[src/rtl/spi_pkg.sv]
// ============================================================================
// spi_pkg : shared state type and default sizing for the SPI slave transmitter
// Rev 1.0
// ============================================================================
`default_nettype none

package spi_pkg;

    localparam int DEFAULT_WIDTH       = 8;
    localparam int DEFAULT_SYNC_STAGES = 2;

    typedef enum logic [0:0] {
        IDLE  = 1'b0,
        SHIFT = 1'b1
    } state_e;

endpackage

`default_nettype wire

[src/rtl/sync_edge_detect.sv]
// ============================================================================
// sync_edge_detect : multi-flop synchronizer followed by rise/fall pulse detect
// Rev 1.0
// ============================================================================
`default_nettype none

module sync_edge_detect #(
    parameter int   SYNC_STAGES = 2,
    parameter logic IDLE_LEVEL  = 1'b0
) (
    input  logic clock,
    input  logic reset,
    input  logic async_i,
    output logic rise_o,
    output logic fall_o
);

    logic [SYNC_STAGES-1:0] sync_q;
    logic                   prev_q;

    generate
        if (SYNC_STAGES == 1) begin : g_single
            always_ff @(posedge clock) begin
                if (reset) begin
                    sync_q <= IDLE_LEVEL;
                end else begin
                    sync_q <= async_i;
                end
            end
        end else begin : g_chain
            always_ff @(posedge clock) begin
                if (reset) begin
                    sync_q <= {SYNC_STAGES{IDLE_LEVEL}};
                end else begin
                    sync_q <= {sync_q[SYNC_STAGES-2:0], async_i};
                end
            end
        end
    endgenerate

    always_ff @(posedge clock) begin
        if (reset) begin
            prev_q <= IDLE_LEVEL;
        end else begin
            prev_q <= sync_q[SYNC_STAGES-1];
        end
    end

    assign rise_o =  sync_q[SYNC_STAGES-1] & ~prev_q;
    assign fall_o = ~sync_q[SYNC_STAGES-1] &  prev_q;

endmodule

`default_nettype wire

[src/rtl/spi_slave_tx.sv]
// ============================================================================
// spi_slave_tx : mode-0 SPI slave transmitter (MSB first) with one-word buffer
// Rev 1.0
// ============================================================================
`default_nettype none

module spi_slave_tx
    import spi_pkg::*;
#(
    parameter int WIDTH       = DEFAULT_WIDTH,
    parameter int SYNC_STAGES = DEFAULT_SYNC_STAGES
) (
    input  logic             clock,
    input  logic             reset,
    input  logic [WIDTH-1:0] data_in,
    input  logic             data_valid,
    output logic             buf_full,
    input  logic             spi_clk,
    input  logic             chip_select,
    output logic             serial_data,
    output logic             done_flag,
    output logic             over_flow,
    output logic             under_flow,
    output logic             abort_flag
);

    localparam int               CNT_W    = $clog2(WIDTH);
    localparam logic [CNT_W-1:0] LAST_BIT = CNT_W'(WIDTH - 1);

    logic sclk_rise, sclk_fall;
    logic cs_rise, cs_fall;

    state_e           state_q;
    logic [WIDTH-1:0] buf_q, buf_d;
    logic             buf_full_q, buf_full_d;
    logic             over_q, over_d;
    logic [WIDTH-1:0] shreg_q;
    logic [CNT_W-1:0] cnt_q;
    logic             word_done_q;
    logic             under_pend_q;
    logic             done_q, under_q, abort_q;
    logic             load_now;
    logic [WIDTH-1:0] load_word;

    sync_edge_detect #(
        .SYNC_STAGES (SYNC_STAGES),
        .IDLE_LEVEL  (1'b0)
    ) u_sclk_sync (
        .clock   (clock),
        .reset   (reset),
        .async_i (spi_clk),
        .rise_o  (sclk_rise),
        .fall_o  (sclk_fall)
    );

    sync_edge_detect #(
        .SYNC_STAGES (SYNC_STAGES),
        .IDLE_LEVEL  (1'b1)
    ) u_cs_sync (
        .clock   (clock),
        .reset   (reset),
        .async_i (chip_select),
        .rise_o  (cs_rise),
        .fall_o  (cs_fall)
    );

    always_comb begin
        load_now = 1'b0;
        if (state_q == IDLE) begin
            load_now = cs_fall;
        end else begin
            load_now = !cs_rise && sclk_fall && (cnt_q == '0) && word_done_q;
        end
    end

    assign load_word = buf_full_q ? buf_q : '0;

    // A load in the same cycle frees the slot, so the write is taken, not flagged.
    always_comb begin
        buf_d      = buf_q;
        buf_full_d = buf_full_q;
        over_d     = 1'b0;
        if (load_now) begin
            buf_full_d = 1'b0;
        end
        if (data_valid) begin
            if (!buf_full_q || load_now) begin
                buf_d      = data_in;
                buf_full_d = 1'b1;
            end else begin
                over_d = 1'b1;
            end
        end
    end

    always_ff @(posedge clock) begin
        if (reset) begin
            buf_q      <= '0;
            buf_full_q <= 1'b0;
            over_q     <= 1'b0;
        end else begin
            buf_q      <= buf_d;
            buf_full_q <= buf_full_d;
            over_q     <= over_d;
        end
    end

    // A back-to-back load on the final falling edge is speculative: its
    // underrun is only reported once the master actually clocks that word.
    always_ff @(posedge clock) begin
        if (reset) begin
            state_q      <= IDLE;
            shreg_q      <= '0;
            cnt_q        <= '0;
            word_done_q  <= 1'b0;
            under_pend_q <= 1'b0;
            done_q       <= 1'b0;
            under_q      <= 1'b0;
            abort_q      <= 1'b0;
        end else begin
            done_q  <= 1'b0;
            under_q <= 1'b0;
            abort_q <= 1'b0;
            case (state_q)
                IDLE: begin
                    cnt_q   <= '0;
                    shreg_q <= '0;
                    if (cs_fall) begin
                        shreg_q      <= load_word;
                        under_q      <= ~buf_full_q;
                        word_done_q  <= 1'b0;
                        under_pend_q <= 1'b0;
                        state_q      <= SHIFT;
                    end
                end
                SHIFT: begin
                    if (cs_rise) begin
                        state_q      <= IDLE;
                        abort_q      <= (cnt_q != '0);
                        shreg_q      <= '0;
                        cnt_q        <= '0;
                        word_done_q  <= 1'b0;
                        under_pend_q <= 1'b0;
                    end else if (sclk_rise) begin
                        under_q      <= under_pend_q;
                        under_pend_q <= 1'b0;
                        if (cnt_q == LAST_BIT) begin
                            cnt_q       <= '0;
                            done_q      <= 1'b1;
                            word_done_q <= 1'b1;
                        end else begin
                            cnt_q       <= cnt_q + 1'b1;
                            word_done_q <= 1'b0;
                        end
                    end else if (sclk_fall) begin
                        if (cnt_q != '0) begin
                            shreg_q <= {shreg_q[WIDTH-2:0], 1'b0};
                        end else if (word_done_q) begin
                            shreg_q      <= load_word;
                            under_pend_q <= ~buf_full_q;
                            word_done_q  <= 1'b0;
                        end
                    end
                end
                default: state_q <= IDLE;
            endcase
        end
    end

    assign buf_full    = buf_full_q;
    assign serial_data = shreg_q[WIDTH-1];
    assign done_flag   = done_q;
    assign over_flow   = over_q;
    assign under_flow  = under_q;
    assign abort_flag  = abort_q;

endmodule

`default_nettype wire

[config.mk]
export PLATFORM = sky130hd
export DESIGN_NAME = spi_slave_tx
export DESIGN_NICKNAME = d
export VERILOG_FILES = /design/src/rtl/spi_pkg.sv /design/src/rtl/sync_edge_detect.sv /design/src/rtl/spi_slave_tx.sv
export SDC_FILE = /design/constraint.sdc
export NUM_CORES = 1
export LEC_CHECK = 0
export ABC_AREA = 0
export BUFFER_PORTS_ARGS = -buffer_cell sky130_fd_sc_hd__buf_2
export CAP_MARGIN = 20
export CORE_UTILIZATION = 50
export CTS_CLUSTER_DIAMETER = 60
export DETAILED_ROUTE_END_ITERATION = 8
export MAX_ROUTING_LAYER = met4
export PLACE_DENSITY = 0.73
export SLEW_MARGIN = 15
export SYNTH_ARGS = -nofsm -noshare
export SYNTH_HDL_FRONTEND = slang
export SYNTH_HIERARCHICAL = 1
export SYNTH_SLANG_ARGS = --single-unit
export TNS_END_PERCENT = 100
[constraint.sdc]
create_clock -name clock -period 1.6 [get_ports clock]
set_input_delay 0.32 -clock clock [delete_from_list [all_inputs] [get_ports clock]]
set_output_delay 0.32 -clock clock [all_outputs]
set_load 0.01 [all_outputs]
==> results.md, run 1 <==
- Final Wtd Congestion: 0.7859
- Combinational family with the most area after synthesis: simple AND/OR/NAND/NOR gates
- Hold Buf Count CTS: 0
- Area share of fa/ha/maj cells after synthesis: about 2.5%
- Worst Hold Class: input port to register
- Critical path required time: around 1.9 ns
- Post-synth top flop: dfxtp_1
- Rel. slew slack: about three quarters
- CTS tree: yes
- Initial drt markers: 25
- Worst Tran Pin Value: approximately 0.39 ns
- Vias in the first global route: around 1100
- Die ar.: 0.003244 sq mm
- Antenna Cells: 0
- Largest net degree at the start of global routing: 24
- Worst setup path start: cnt_q[1]
- CP Class: register to register
- Boundary pin count: 19
- Clock transition at path regs: about 0.1 ns
- Longest Clk Path Bufs: 2
- Vias per cell: between 5 and 6
- Power per cell area: roughly 920 mW/mm^2
- Reg power frac: between 50% and 60%
- Cts bufs inserted: 5
- CP Capture Type: register
- Max-Cap Viols: 0
- Lkg Pwr: 0.7399 nW
- Routed Antenna Nets: 0
- Synth Area in Compound Gates: 22.62%
- Mapped Area: about 0.0015 sq mm
- Number of synthesized flops with an enable pin: 0
- Crit-path max FO: 5
- Number of buffer cells added on primary ports: 18
- Initial Utilization: 53.84%
- Die Y: between 50 and 60 um
- # setup viols final: 0
- Unrepaired setup endpoints after global routing: yes
- Area Growth Syn to Fin: 23.28%
- Synth Area in Simple Gates: 24.28%
- Comb pwr share: 11.4%
- Initial antenna violation count: 0
- First-pass GRT wire length: 5.161 mm
- Total congestion overflow: 0
- Drt total wl: 3.023 mm
- Multiplexer area fraction after synthesis: 1.988%
- R2R Path Start: cnt_q[1]
- Max VDD drop: 572.4 uV
- Tot GR Track Use: 21.42%
- Syn avg cell area: 10.07 sq um
- Asr flop ratio synth: 0%
- Ys Warns: 6
- Number of fill cells in the layout: 231
- Switching power: 0.3988 mW
- Setup ws final: 0.003918 ns
- Row count: 19
- Overall Power: 1.717 mW
- Worst EP arrival: between 1.5 and 2 ns
- #FFs+latches synth: 33
- Sequential cell area: 661.9 sq um
- Worst clock skew: approximately 0.0089 ns
- Wire length per cell: 14.26 um
- Status: completed
- Slew Viols, Final: 0
- Sequential cell area fraction in the yosys report: a little over two fifths
- Drt drc: 0
- Startpoint Class: register
- Yosys cell types: 35
- Synth Net Count: 166
- Hold Fails Final Rpt: 0
- Achievable frequency: 626.5 MHz
- Clock sink count: 33
- Gate Count Post-Synth: 150
- Final net count: 196
- Root buffer cell: clkbuf_4
- Drt pass-1 iters: 4
- DIE WIDTH: 56.96 um
- Final period util: 99.76%
- CTS HTree Levels: 2
- Post-DP HPWL: slightly below 2 mm
- Placement Setup Slack: -0.05620 ns
- Core footprint: 0.002805 sq mm
- Area of the multi-input gates: 815.8 sq um
- Switching part of the total: between 20% and 30%
- Min-Delay Startpoint: chip_select
- Clk pwr share: a little under two fifths
- Share of cells above drive strength 1: 40.88%
- Internal: 1.318 mW
- Via count: 1195
- Insertion delay to the later sink of the worst-skew pair: 0.34 ns
- Final Critical Period: around 1.6 ns
- Post-synthesis xor/xnor area fraction: 0%
==> power by group through the flow <==
stage / Sequential [mW] / Clock, mW / Combinational (mW)
5_1_grt: 0.873 / 0.709 / 0.211
6_report: 0.869 / 0.653 / 0.195
3_5_place_dp: 0.887 / 0 / 0.170
2_1_floorplan: 0.883 / 0 / 0.118
4_1_cts: 0.869 / 0.663 / 0.187
3_3_place_gp: 0.886 / 0 / 0.165
==> worst max-delay path, cell delays in order, from the launching register on <==
cell and delay [ns]:
dfxtp_2 0.34, inv_2 0.06, ha_4 0.15, nand4b_1 0.19, o211ai_4 0.32, clkbuf_16 0.21, nand3_4 0.08, a21oi_2 0.16
==> cells in the final DEF (no fill, tap or decap), types with 2 or more instances in the layout <==
cell type and count:
nand4b_1 3, nor2b_1 8, a21oi_1 4, nor2_1 9
a21bo_2 8, o21ai_0 2, a211oi_1 7, nand2_1 3
dfxtp_1 32, inv_1 3, inv_2 2, clkbuf_4 5
or2_1 3, nand3_2 7, a2bb2oi_1 2, nand2b_1 4
mux2i_1 3, buf_4 10, buf_2 18, or3_1 2
a22oi_1 5, ha_1 2, a21oi_2 8, buf_12 2
nor3_1 8
==> registers in the layout, indices dropped and copies added, names as in the netlist <==
signal,cells
u_cs_sync/sync_q,2
cnt_q,3
under_flow,1
buf_full,1
word_done_q,1
shreg_q,8
u_cs_sync/prev_q,1
under_pend_q,1
u_sclk_sync/prev_q,1
buf_q,8
done_flag,1
state_q,1
u_sclk_sync/sync_q,2
over_flow,1
abort_flag,1
==> worst paths after layout <==
path                              end  slack [ns]  cells after the start
setup / recovery             buf_q[4]       0.004                      7
setup reg to reg             buf_q[4]       0.004                      7
hold reg to reg   u_cs_sync/sync_q[1]        0.42                      1
hold / removal    u_cs_sync/sync_q[0]        0.16                      2
==> cell type report <==
class                   count  area share (%)
well taps                  31           2.083
inverters                   5           1.008
flip-flops and latches     33           35.55
repair buffers             32           12.97
clock buffers               7           2.957
multi-input cells         103           43.82
clock inverters             1           1.613
==> repair_timing <==
action	in CTS	in global routing
setup endpoints to repair	13	14
cloned	1	1
buffers inserted	1	2
pin swaps	1	3
gates resized for setup	4	8
==> per-stage QoR <==
stage               util, %  cells  setup TNS, ns  hold WS, ns  instance area, sq um
floorplan                 -    150              0       0.3832                  1510
global placement      59.77    199              0       0.3883                  1677
detailed placement    59.77    199        -0.1545       0.3963                  1677
CTS                   64.76    209              0       0.1559                  1817
global route          66.37    212       -0.09491       0.1607                  1862
finish                66.37    212              0       0.1614                  1862
==> cell families (layout without fill, tap and decap cells) <==
group,after synthesis,in the layout
and+or+nand+nor,56,56
AOI/OAI and AO/OA,41,41
DFF,33,33
buffers and inverters,14,45
adders and majority gates,3,3
muxes,3,3
==> cell usage after synthesis, types with 2 or more instances <==
library cell,instances,area [sq um]
a21oi_1,4,20.02
inv_1,5,18.77
or3_1,2,12.51
ha_1,3,37.54
o21ai_0,2,10.01
a211oi_1,8,60.06
a21oi_2,9,78.83
nand4b_1,3,26.28
mux2i_1,3,30.03
buf_2,2,10.01
a21bo_2,8,80.08
clkbuf_1,2,7.510
nand3_2,8,80.08
nor2_1,10,37.54
nor2b_1,8,50.05
or2_1,3,18.77
nand2_1,3,11.26
buf_6,2,22.52
buf_1,2,7.510
nor3_1,8,40.04
a2bb2oi_1,2,17.52
dfxtp_1,33,660.6
a22oi_1,5,37.54
nand2b_1,4,25.02
==> routing by layer <==
layer	track usage, %	wire, um	up-vias
met4	6.272	53	0
met1	25.22	1367	563
met2	35.63	1482	23
li1	-	-	602
met3	6.122	120	7
met5	-	0	-
(Power assumes the default switching activity.)
==> run 2: changes to the inputs <==
Settings changed: CORE_ASPECT_RATIO from default to 1.25, CORE_UTILIZATION 50 to 56, PLACE_DENSITY 0.73 to 0.77.
Clock period 1.6 ns to 1.8 ns, I/O delays scaled along.
==> run 2 against run 1 <==
Effect of this change: first-iteration DRC count decreased by 56%; hold slack improved by 0.075 ns; global-route usage increased by 1.1 points; cell count decreased by 1.9%; total power decreased by 24%.
==> results.md, run 2 (same netlist as run 1, synthesis figures left out) <==
- Via count: 1120 (-6.3%)
- CP Capture Type: register
- Comb pwr share: 11.9% (+0.5 points)
- Overall Power: 1.310 mW (-24%)
- Unrepaired setup endpoints after global routing: no
- Antenna Cells: 0 (unchanged)
- Die Y: 60.06 um (+5.4%)
- Final Critical Period: 1.689 ns (+0.09275 ns)
- Status: completed
- Worst clock skew: 0.004179 ns (-0.004725 ns)
- Root buffer cell: clkbuf_4
- Max VDD drop: 520.0 uV (-9.1%)
- Max-Cap Viols: 0 (unchanged)
- Clock transition at path regs: 0.09 ns (about the same)
- Clk pwr share: 29.2% (-8.8 points)
- Lkg Pwr: 0.6760 nW (-8.6%)
- Initial drt markers: 11 (-56%)
- Achievable frequency: 592.1 MHz (-5.5%)
- Insertion delay to the later sink of the worst-skew pair: 0.33 ns (about the same)
- Worst Tran Pin Value: 0.4360 ns (+0.04857 ns)
- Post-DP HPWL: 2.001 mm (+1.2%)
- Switching power: 0.3250 mW (-18%)
- Longest Clk Path Bufs: 2 (unchanged)
- Slew Viols, Final: 0 (unchanged)
- Clock sink count: 33 (unchanged)
- Hold Buf Count CTS: 0 (unchanged)
- Share of cells above drive strength 1: 34.29% (-6.6 points)
- Setup ws final: 0.1112 ns (+0.1073 ns)
- Hold Fails Final Rpt: 0 (unchanged)
- Crit-path max FO: 5 (unchanged)
- # setup viols final: 0 (unchanged)
- Vias in the first global route: 1073 (-6.4%)
- DIE WIDTH: 48.45 um (-15%)
- CTS HTree Levels: 2 (unchanged)
- Drt drc: 0 (unchanged)
- Final period util: 93.82% (-5.9 points)
- Most frequent cells in the layout: dfxtp_1 (33), buf_2 (18), nor2_1 (10), a21oi_2 (9)
- Row count: 20 (+1)
- Power per cell area: 761.6 mW/mm^2 (-17%)
- Biggest regs: buf_q x8, shreg_q x8, cnt_q x3
- Boundary pin count: 19 (unchanged)
- Number of buffer cells added on primary ports: 18 (unchanged)
- CTS tree: yes
- First-pass GRT wire length: 4.650 mm (-9.9%)
- Commonest non-fill, non-tap cell in the layout: dfxtp_1
- Switching part of the total: 24.80% (+1.6 points)
- Internal: 0.9853 mW (-25%)
- Drt pass-1 iters: 4 (unchanged)
- Worst EP arrival: 1.91 ns (+0.05 ns)
- Cts bufs inserted: 5 (unchanged)
- CP Class: register to register
- Initial Utilization: 60.35% (+6.5 points)
- Final net count: 190 (-3.1%)
- Largest net degree at the start of global routing: 28 (+17%)
- Initial antenna violation count: 0 (unchanged)
- Wire length per cell: 13.57 um (-4.9%)
- Placement Setup Slack: 0.1376 ns (+0.1938 ns)
- Worst Hold Class: input port to register
- Rel. slew slack: 70.94% (-3.2 points)
- Area Growth Syn to Fin: 13.92%
- Cell count after placement: 198 (-0.50%)
- Vias per cell: 5.385 (-4.5%)
- Critical path required time: 2.03 ns (+0.16 ns)
- Core footprint: 0.002502 sq mm (-11%)
- Startpoint Class: register
- Drt total wl: 2.822 mm (-6.6%)
- Final Wtd Congestion: 0.8773 (+12%)
- PostCTS Resize Cnt: 0 (-4)
- Total congestion overflow: 0 (unchanged)
- Die ar.: 0.002910 sq mm (-10%)
- Post-route insts no fill: 208 (-1.9%)
- Reg power frac: 58.9% (+8.3 points)
- Routed Antenna Nets: 0 (unchanged)
- Tot GR Track Use: 22.49% (+1.1 points)
- Setup TNS Final: 0 ns (unchanged)
[run 2: metal layers]
metal  part of all wire (%)  wire [um]  track usage, %  vias up
li1                       -          -               -      587
met1                     44       1245           22.14      508
met2                     52       1455           41.25       20
met3                    3.1         87           6.107        5
met4                    1.2         35           11.34        0
met5                      0          0               -        -
[run 2: final timing paths]
check	from	end	slack (ns)	cells after the start
setup / recovery	cnt_q[1]	buf_q[6]	0.11	7
hold reg to reg	u_sclk_sync/sync_q[0]	u_sclk_sync/sync_q[1]	0.45	1
setup reg to reg	cnt_q[1]	buf_q[6]	0.11	7
hold / removal	chip_select	u_cs_sync/sync_q[0]	0.24	2
[run 2: cell type report]
class / count / area, sq um
inverter: 5 / 18.77
tap: 33 / 41.29
timing repair buffer: 26 / 175.2
clock buffer: 8 / 48.80
sequential: 33 / 660.6
multi-input combinational: 103 / 775.7
fill: 216 / 782.0
[run 2: stage by stage]
| step | instance area, sq um | util, % | hold slack (ns) |
|---|---|---|---|
| after global placement | 1644 | 65.70 | 0.3866 |
| after global routing | 1720 | 68.75 | 0.2311 |
| final | 1720 | 68.75 | 0.2361 |
| after detailed placement | 1644 | 65.70 | 0.4264 |
| after CTS | 1693 | 67.65 | 0.2219 |
| after floorplan | 1510 | - | 0.3832 |
[run 2: worst max-delay path: stages, from the launching register on]
cell	delay, ns
dfxtp_1	0.33
inv_1	0.08
ha_1	0.22
nand4b_1	0.22
o211ai_4	0.36
buf_4	0.18
a21bo_2	0.14
a21oi_2	0.05
[run 2: power groups by stage]
| stage | Clock [mW] | Sequential, mW | Combinational, mW |
|---|---|---|---|
| after floorplan | 0 | 0.785 | 0.105 |
| after global placement | 0 | 0.787 | 0.141 |
| after detailed placement | 0 | 0.788 | 0.146 |
| after CTS | 0.401 | 0.771 | 0.146 |
| after global routing | 0.426 | 0.774 | 0.171 |
| final | 0.383 | 0.771 | 0.156 |
[run 2: timing repair]
item | in CTS | in global routing
setup endpoints to repair | 0 | 8
hold endpoints to repair | 0 | 0
buffers inserted | 0 | 2
==> run 3: changes to the inputs <==
--- a/config.mk
+++ b/config.mk
@@ -10,9 +10,9 @@
 export CAP_MARGIN = 20
 export CORE_ASPECT_RATIO = 1.25
-export CORE_UTILIZATION = 56
+export CORE_UTILIZATION = 50
 export CTS_CLUSTER_DIAMETER = 60
 export DETAILED_ROUTE_END_ITERATION = 8
 export MAX_ROUTING_LAYER = met4
-export PLACE_DENSITY = 0.77
+export PLACE_DENSITY = 0.73
 export SLEW_MARGIN = 15
 export SYNTH_ARGS = -nofsm -noshare
==> constraint.sdc (replaced) <==
create_clock -name clock -period 1.47 [get_ports clock]
set_input_delay 0.0735 -clock clock [delete_from_list [all_inputs] [get_ports clock]]
set_output_delay 0.0735 -clock clock [all_outputs]
set_load 0.01 [all_outputs]
==> run 3 against run 2 <==
Effect of this change: the flow now finishes with violations (setup timing); clock-buffer cell count fell by 1; flip-flop and latch count did not move; via count rose by 12%; clock skew rose by 0.0066 ns; critical path type unchanged; largest power group unchanged.
==> results.md, run 3 (same netlist as run 1, synthesis figures left out) <==
- Status: finished, violations left
- Violated checks: setup timing
- Via count: 1259 (+12%)
- # setup viols final: 8 (+8)
- DIE WIDTH: 51.16 um (+5.6%)
- Drt pass-1 iters: 4 (unchanged)
- CTS tree: yes
- Startpoint Class: register
- Area of the multi-input gates: 870.8 sq um (+12%)
- Slew Viols, Final: 0 (unchanged)
- CP Class: register to register
- Worst Hold Class: input port to register
- Crit-path max FO: 18 (+13)
- Die Y: 63.45 um (+5.6%)
- Rel. slew slack: 73.75% (+2.8 points)
- Unrepaired setup endpoints after global routing: yes
- Initial Utilization: 54.22% (-6.1 points)
- Post-route insts no fill: 227 (+9.1%)
- Worst Tran Pin Value: 0.3937 ns (-0.04221 ns)
- Clock sink count: 33 (unchanged)
- Achievable frequency: 656.4 MHz (+11%)
- Wire length per cell: 15.42 um (+14%)
- Boundary pin count: 19 (unchanged)
- Hold slack: 0.1380 ns (-0.09815 ns)
- Post-DP HPWL: 2.150 mm (+7.4%)
- Area Growth Syn to Fin: 32.81%
- Root buffer cell: clkbuf_4
- Core footprint: 0.002785 sq mm (+11%)
- Clock transition at path regs: 0.10 ns (about the same)
- Total congestion overflow: 0 (unchanged)
- Initial antenna violation count: 0 (unchanged)
- Vias per cell: 5.546 (+3.0%)
- Setup ws final: -0.05347 ns (-0.1646 ns)
- Row count: 21 (+5.0%)
- Delay-heaviest family, CP: buffers and inverters
- Share of cells above drive strength 1: 45.60% (+11 points)
- Antenna Cells: 0 (unchanged)
- Tot GR Track Use: 24.53% (+2.0 points)
- Insertion delay to the later sink of the worst-skew pair: 0.34 ns (about the same)
- Worst EP arrival: 1.74 ns (-0.17 ns)
- Cell count after placement: 207 (+4.5%)
- First-pass GRT wire length: 5.623 mm (+21%)
- Worst path slowest cell: dfxtp_2
- Drt total wl: 3.501 mm (+24%)
- Largest net degree at the start of global routing: 20 (-29%)
- Power per cell area: 845.0 mW/mm^2 (+11%)
- Initial drt markers: 25 (+14)
- Final Critical Period: 1.523 ns (-0.1654 ns)
- Sequential cell area: 664.4 sq um (+0.57%)
- Critical path required time: 1.69 ns (-0.34 ns)
- Final net count: 209 (+10%)
- CP cell instances: inv_2, ha_4, nand4b_1, buf_4, o211ai_4, buf_12, a21bo_2, a21oi_2
- Final Wtd Congestion: 0.7802 (-11%)
- Max VDD drop: 694.6 uV (+34%)
- CTS HTree Levels: 2 (unchanged)
- Vias in the first global route: 1252 (+17%)
- Longest Clk Path Bufs: 2 (unchanged)
- Biggest regs: buf_q x8, shreg_q x8, cnt_q x3
- Max-Cap Viols: 0 (unchanged)
- Lkg Pwr: 0.8002 nW (+18%)
- Routed Antenna Nets: 0 (unchanged)
- Final period util: 103.6% (+9.8 points)
- Commonest non-fill, non-tap cell in the layout: dfxtp_1
- Die ar.: 0.003246 sq mm (+12%)
- Most frequent cells in the layout: dfxtp_1 (30), buf_2 (18), buf_4 (12), dlygate4sd3_1 (10)
- Critical Path Max Stage Delay: 0.33 ns (-0.03 ns)
- Number of fill cells in the layout: 215 (-0.46%)
- Cts bufs inserted: 5 (unchanged)
- Drt drc: 0 (unchanged)
- Hold Fails Final Rpt: 0 (unchanged)
- Placement Setup Slack: -0.1091 ns (-0.2466 ns)
- Worst clock skew: 0.01081 ns (+0.006628 ns)
- WP buf/inv: 3 (+1)
- Number of buffer cells added on primary ports: 18 (unchanged)
- CP Capture Type: register
[run 3: routing by layer]
layer,vias to the layer above,track usage [%],wire length [um],share of wire (%)
met5,-,-,0,0
met4,0,9.375,55,1.6
met3,6,5.797,81,2.3
met2,23,44.24,1931,55
met1,613,24.74,1432,41
li1,617,-,-,-
[run 3: timing repair]
| action | 4_1_cts | 5_1_grt |
|---|---|---|
| buffers inserted | 3 | 0 |
| cloned | 0 | 0 |
| pin swaps | 5 | 11 |
| setup endpoints to repair | 15 | 16 |
| endpoints found under the hold margin | 10 | 0 |
| resized for setup | 10 | 18 |
| hold buffers | 10 | 0 |
[run 3: final timing paths]
path / startpoint / endpoint / slack, ns / cells after the start
max: cnt_q[1] / buf_q[5] / -0.05 / 8
min: reset / buf_q[4] / 0.14 / 2
max reg2reg: cnt_q[1] / buf_q[5] / -0.05 / 8
min reg2reg: u_cs_sync/sync_q[0] / u_cs_sync/sync_q[1] / 0.43 / 1
[run 3: area by class of cell]
type,count,share of cell area [%]
sequential,33,33.13
multi-input combinational,103,43.42
tap,34,2.121
timing repair buffer,45,17.65
clock buffer,7,2.745
inverter,5,0.9357
[run 3: through the flow]
step                       TNS, ns  total power, mW  utilization, %  cell area, sq um
after floorplan                  0            1.091               -              1515
final                      -0.3189            1.695           72.01              2006
after global placement     -0.5001            1.149           61.77              1720
after global routing        -1.360            1.770           72.01              2006
after CTS                 -0.09378            1.688           69.05              1923
after detailed placement   -0.5699            1.157           61.77              1720
[run 3: report_power, final]
part / total [mW] / switching [mW] / internal (mW)
combinational: 0.230 / 0.114 / 0.117
sequential: 0.949 / 0.0231 / 0.925
clock: 0.516 / 0.290 / 0.226
total: 1.69 / 0.427 / 1.27
[run 3: worst reg2reg max path, delay by kind of cell, from the launching register on]
kind                       cells  cell delay [ns]
AOI/OAI and AO/OA              3             0.37
buffers and inverters          3             0.42
adders and majority gates      1             0.15
and+or+nand+nor                1             0.13
DFF                            1             0.33
